**src/rtl/branch_pkg.sv**
```systemverilog
// Shared types and constants for the EX-stage branch/redirect path.
package branch_pkg;

    typedef enum logic [1:0] {
        PS_NONE   = 2'd0,
        PS_JAL    = 2'd1,
        PS_JALR   = 2'd2,
        PS_BRANCH = 2'd3
    } pc_sel_t;

    localparam logic [2:0] F3_BEQ  = 3'b000;
    localparam logic [2:0] F3_BNE  = 3'b001;
    localparam logic [2:0] F3_BLT  = 3'b100;
    localparam logic [2:0] F3_BGE  = 3'b101;
    localparam logic [2:0] F3_BLTU = 3'b110;
    localparam logic [2:0] F3_BGEU = 3'b111;

    typedef enum logic {
        RUN       = 1'b0,
        TRAP_WAIT = 1'b1
    } redir_state_t;

endpackage

```
**src/rtl/branch_cond_gen.sv**
```systemverilog
// Combinational evaluation of the RV32 conditional-branch predicate.
module branch_cond_gen
    import branch_pkg::*;
(
    input  logic [2:0]  i_funct3,
    input  logic [31:0] i_rs1,
    input  logic [31:0] i_rs2,
    output logic        o_taken
);

    logic w_eq;
    logic w_lt_s;
    logic w_lt_u;

    assign w_eq   = (i_rs1 == i_rs2);
    assign w_lt_s = ($signed(i_rs1) < $signed(i_rs2));
    assign w_lt_u = (i_rs1 < i_rs2);

    // funct3 010 and 011 are reserved encodings and never branch.
    always_comb begin
        o_taken = 1'b0;
        case (i_funct3)
            F3_BEQ:  o_taken = w_eq;
            F3_BNE:  o_taken = !w_eq;
            F3_BLT:  o_taken = w_lt_s;
            F3_BGE:  o_taken = !w_lt_s;
            F3_BLTU: o_taken = w_lt_u;
            F3_BGEU: o_taken = !w_lt_u;
            default: o_taken = 1'b0;
        endcase
    end

endmodule

```
**src/rtl/branch_redirect_unit.sv**
```systemverilog
// Resolves EX-stage control transfers, owns the fetch PC, drives pipeline
// flushes and requests a trap for misaligned targets.
module branch_redirect_unit
    import branch_pkg::*;
#(
    parameter logic [31:0] RESET_VEC = 32'h0000_0000,
    parameter int          CNT_W     = 32
) (
    input  logic             CLK,
    input  logic             RST,
    input  logic             PC_STALL,
    input  logic             EX_VALID,
    input  pc_sel_t          EX_PC_SEL,
    input  logic [2:0]       EX_FUNCT3,
    input  logic [31:0]      EX_RS1,
    input  logic [31:0]      EX_RS2,
    input  logic [31:0]      EX_JAL,
    input  logic [31:0]      EX_JALR,
    input  logic [31:0]      EX_BRANCH,
    input  logic [31:0]      MTVEC,
    input  logic             TRAP_ACK,
    output logic [31:0]      PC,
    output logic [31:0]      PC_PLUS4,
    output logic             FLUSH_IF_ID,
    output logic             FLUSH_ID_EX,
    output logic             TRAP_REQ,
    output logic [31:0]      TRAP_TVAL,
    output logic [CNT_W-1:0] BR_RESOLVED,
    output logic [CNT_W-1:0] BR_TAKEN,
    output redir_state_t     DBG_STATE
);

    // TRAP_REQ/TRAP_ACK: REQ is held high from the misaligned take until the
    // first edge that samples ACK high; ACK outside TRAP_WAIT has no effect.

    redir_state_t     r_state;
    logic [31:0]      r_pc;
    logic             r_trap_req;
    logic [31:0]      r_trap_tval;
    logic [CNT_W-1:0] r_resolved;
    logic [CNT_W-1:0] r_taken;

    redir_state_t     w_state_nxt;
    logic [31:0]      w_pc_nxt;
    logic             w_req_nxt;
    logic [31:0]      w_tval_nxt;
    logic             w_cond;
    logic             w_take;
    logic             w_misaligned;
    logic             w_resolve;
    logic [31:0]      w_target;
    logic [31:0]      w_pc_plus4;

    branch_cond_gen u_cond (
        .i_funct3 (EX_FUNCT3),
        .i_rs1    (EX_RS1),
        .i_rs2    (EX_RS2),
        .o_taken  (w_cond)
    );

    always_comb begin
        w_target = EX_BRANCH;
        case (EX_PC_SEL)
            PS_JAL:  w_target = EX_JAL;
            PS_JALR: w_target = {EX_JALR[31:1], 1'b0};
            default: w_target = EX_BRANCH;
        endcase
    end

    assign w_pc_plus4   = r_pc + 32'd4;
    assign w_resolve    = EX_VALID && (r_state == RUN) && (EX_PC_SEL != PS_NONE);
    assign w_take       = w_resolve &&
                          ((EX_PC_SEL == PS_JAL) || (EX_PC_SEL == PS_JALR) ||
                           ((EX_PC_SEL == PS_BRANCH) && w_cond));
    assign w_misaligned = w_take && w_target[1];

    always_comb begin
        w_state_nxt = r_state;
        w_pc_nxt    = r_pc;
        w_req_nxt   = r_trap_req;
        w_tval_nxt  = r_trap_tval;
        case (r_state)
            RUN: begin
                if (w_take) begin
                    if (w_misaligned) begin
                        w_tval_nxt  = w_target;
                        w_req_nxt   = 1'b1;
                        w_state_nxt = TRAP_WAIT;
                    end else begin
                        w_pc_nxt = w_target;
                    end
                end else if (!PC_STALL) begin
                    w_pc_nxt = w_pc_plus4;
                end
            end
            TRAP_WAIT: begin
                if (TRAP_ACK) begin
                    w_pc_nxt    = MTVEC;
                    w_req_nxt   = 1'b0;
                    w_state_nxt = RUN;
                end
            end
            default: w_state_nxt = RUN;
        endcase
    end

    always_ff @(posedge CLK) begin
        if (RST) begin
            r_state     <= RUN;
            r_pc        <= RESET_VEC;
            r_trap_req  <= 1'b0;
            r_trap_tval <= 32'd0;
            r_resolved  <= '0;
            r_taken     <= '0;
        end else begin
            r_state     <= w_state_nxt;
            r_pc        <= w_pc_nxt;
            r_trap_req  <= w_req_nxt;
            r_trap_tval <= w_tval_nxt;
            if (w_resolve) r_resolved <= r_resolved + CNT_W'(1);
            if (w_take)    r_taken    <= r_taken + CNT_W'(1);
        end
    end

    // Flushes stay up for the whole trap wait so nothing younger retires.
    assign FLUSH_IF_ID = w_take || (r_state == TRAP_WAIT);
    assign FLUSH_ID_EX = w_take || (r_state == TRAP_WAIT);

    assign PC          = r_pc;
    assign PC_PLUS4    = w_pc_plus4;
    assign TRAP_REQ    = r_trap_req;
    assign TRAP_TVAL   = r_trap_tval;
    assign BR_RESOLVED = r_resolved;
    assign BR_TAKEN    = r_taken;
    assign DBG_STATE   = r_state;

endmodule

```
**config.mk**
```make
export PLATFORM = sky130hd
export DESIGN_NAME = branch_redirect_unit
export DESIGN_NICKNAME = d
export VERILOG_FILES = /design/src/rtl/branch_pkg.sv /design/src/rtl/branch_cond_gen.sv /design/src/rtl/branch_redirect_unit.sv
export SDC_FILE = /design/constraint.sdc
export NUM_CORES = 1
export LEC_CHECK = 0
export ABC_AREA = 0
export CELL_PAD_IN_SITES_DETAIL_PLACEMENT = 1
export CELL_PAD_IN_SITES_GLOBAL_PLACEMENT = 2
export CORE_MARGIN = 2
export CORE_UTILIZATION = 24
export CTS_CLUSTER_SIZE = 24
export DETAILED_ROUTE_END_ITERATION = 16
export PLACE_DENSITY = 0.94
export SLEW_MARGIN = 20
export SYNTH_ARGS = -nofsm -noshare
export SYNTH_HDL_FRONTEND = slang
export SYNTH_SLANG_ARGS = --single-unit
export TNS_END_PERCENT = 30
```
**constraint.sdc**
```tcl
create_clock -name CLK -period 9.4 [get_ports CLK]
set_clock_uncertainty 0.2 [all_clocks]
set_input_delay 1.88 -clock CLK [delete_from_list [all_inputs] [get_ports CLK]]
set_output_delay 1.88 -clock CLK [all_outputs]
set_load 0.02 [all_outputs]
```
==> impl_metrics.ini <==
[cts]
insertion_delay_ps = 430
post_cts_buffers = 0
htreeDepth = 4
cts_buffers = 17
ctsHoldBuffers = 0
cts_resized = 0
clkTransAtPathRegs_ps = 60
cts_root_buf = clkbuf_16
cts.sinks = 130
cts_tree = yes
clk_path_buf_depth = 2

[floorplan]
die_h_um = 185.6
die_area_mm2 = 0.03443
start_util_pct = 24.32
rows = 66
die_x_um = 185.6
core-area_mm2 = 0.03254
ios = 366

[sta]
setup_viol = 0
tightest_slew_ps = 934.2
post-route-period-util_pct = 82.80
fmax_mhz = 128.5
finalHoldViolCount = 0
timing.final.ws_setup_ps = 1617
fin_setup_tns_ps = 0
slew_viol_final = 0
grt_setup_unrepaired = false
period_minus_slack_ps = 7783
slew_headroom_pct = 37.49
whs_ps = 272.9

[global_route]
grt_max_degree = 66
grt_pass1_wl_um = 53760
antenna_found_initial = 1
overflow = 0
first_global_vias = 9118
grt_util_all_layers_pct = 20.68

[logic_synthesis]
syn_inst = 996
synth_top_cell_by_area = dfxtp_1
async_reset_ff_share_pct = 0
yosysMostFrequentCell = dfxtp_1
yosys_register_bits = 130
ys_warn_count = 0
synth-edff-count = 0
synthesis.area_mm2 = 0.007911
synth_ff_type = dfxtp_1
synth_common_cells = dfxtp_1, nor2_1, a21oi_1, nand2_1, inv_1
synth_nets = 1237
synth_area_per_cell_um2 = 7.943
synth.distinct_cells = 61
synth_top_area_share_pct = 32.90
yosys-top-cells-area = dfxtp_1, ha_1, nor2_1
seq_area_frac_synth_pct = 32.90

[pwr]
p_total_mw = 1.768
ir_drop_uv = 107.7
p_per_area_mw_per_mm2 = 140.7
p_leak_nw = 4.568

[worst_hold_path]
hp-class = flop to flop

[layout]
area_growth_pct = 58.86
multi_input_area_mm2 = 0.004856
n_antenna_cell = 0
seq_area_mm2 = 0.002604
nFillCells = 3875
final_core_util_pct = 38.63
layout-drive-gt1-share_pct = 4.907
num-nets-final = 1574

[route]
wire_per_inst_um = 20.38
drt-total-wl_um = 36410
firstDrtPassIters = 5
ant_nets = 0
drt_iter0_drc = 356
vias = 8791
drc = 0
viasPerCell = 4.919

[worst_setup_path]
cp_slowest_stage_delay_ps = 720
path_buf_inv = 4
path_delay_family = simple AND/OR/NAND/NOR gates
cp-start-kind = primary input
end_kind = output pin
cp_max_fo = 4
worstPathRequired_ps = 7320
path_class = primary input to output pin
cpMaxStageDelayCell = nor4_1
crit_chain = clkdlybuf4s50_1 -> inv_1 -> ha_1 -> nand4_1 -> nor4_1 -> a21o_1 -> nand3_1 -> or4_1 -> and3_1 -> nand2_1 -> inv_1 -> clkdlybuf4s50_1
arrival_ps = 5700

[placed_design]
hpwl_um = 27990
place_ws_ps = 1669
placement.io_buffers = 364
globalplace.congestion = 0.8303

[run]
drv_cap = 0

[status]
status = finished clean
==> logic make-up after synthesis <==
kind of cell	Yosys count	synth area share, %
muxes	34	4.318
xor gates and xnor gates	78	8.635
adders and majority gates	39	6.168
and+or+nand+nor	363	22.62
AOI/OAI and AO/OA	236	19.55
DFF	130	32.90
buffers and inverters	116	5.820
==> flip-flops by register name, indices dropped and copies added (netlist names) <==
name         flops
BR_RESOLVED     32
BR_TAKEN        32
TRAP_TVAL       32
DBG_STATE        1
TRAP_REQ         1
PC              32
==> worst register-to-register path, stage by stage, from the launching register on <==
cell,delay (ps)
dfxtp_2,310
buf_4,280
nor3b_2,720
and2_1,270
nand3_1,100
a311oi_1,330
a2111o_1,320
or2_2,260
buf_4,400
mux2i_1,150
a2111oi_0,460
a31o_2,160
==> where the power goes <==
part,internal (mW),switching [mW],leakage (nW)
combinational,0.223,0.245,3.22
sequential,0.574,0.0306,1.06
clock,0.423,0.273,0.292
==> stage by stage <==
stage                     area [um^2]  std cells
after global placement          11970       1756
after global routing            12570       1787
after CTS                       12570       1787
after detailed placement        11970       1756
final                           12570       1787
after floorplan                  7911        996
==> worst paths after layout <==
check,startpoint,to,slack [ps],depth (start not counted)
worst max-delay path,EX_RS2[15],FLUSH_ID_EX,1620,12
worst min-delay path,TRAP_TVAL[1]$_SDFFE_PP0P_,TRAP_TVAL[1]$_SDFFE_PP0P_,270,2
worst max register to register,DBG_STATE$_SDFF_PP0_,PC[3]$_SDFFE_PP0P_,5390,11
worst min register to register,TRAP_TVAL[1]$_SDFFE_PP0P_,TRAP_TVAL[1]$_SDFFE_PP0P_,270,2
==> per-layer routing <==
metal	wire length, um	share of wire [%]	track usage, %	vias up
met3	2735	7.5	5.889	50
met5	13	0.036	0	-
met1	14210	39	22.63	4228
li1	-	-	-	4224
met2	18250	50	37.72	287
met4	1205	3.3	7.780	2
==> area by class of cell <==
class | instances | area share [%]
Multi-Input combinational cell | 750 | 38.64
Clock buffer | 18 | 3.494
Timing Repair Buffer | 378 | 29.81
Sequential cell | 130 | 20.72
Inverter | 56 | 1.672
Tap cell | 442 | 4.400
Clock inverter | 13 | 1.274
==> cell usage in the layout, fill, tap and decap left out, types with 3 or more instances in the layout <==
cell and instances:
nor3_1 19, or3_2 3, a311oi_1 5, a21oi_1 89, o211ai_1 10, a21o_1 4
a221oi_1 3, o311ai_0 3, and3_1 15, nor4_1 5, clkbuf_16 17, nand2_1 74
nor2_1 129, inv_1 56, buf_4 15, clkinv_2 4, nand3_1 30, a222oi_1 12
nand4_1 21, clkinv_4 3, a22oi_1 34, xor2_1 32, clkdlybuf4s50_1 363, or3_1 27
a211oi_1 25, nand2b_1 3, and4_1 10, dfxtp_1 129, xnor2_1 46, bufinv_16 3
ha_1 38, o21ai_0 31, mux2i_1 33, and2_1 12
Power figures use the tool's default switching activity.
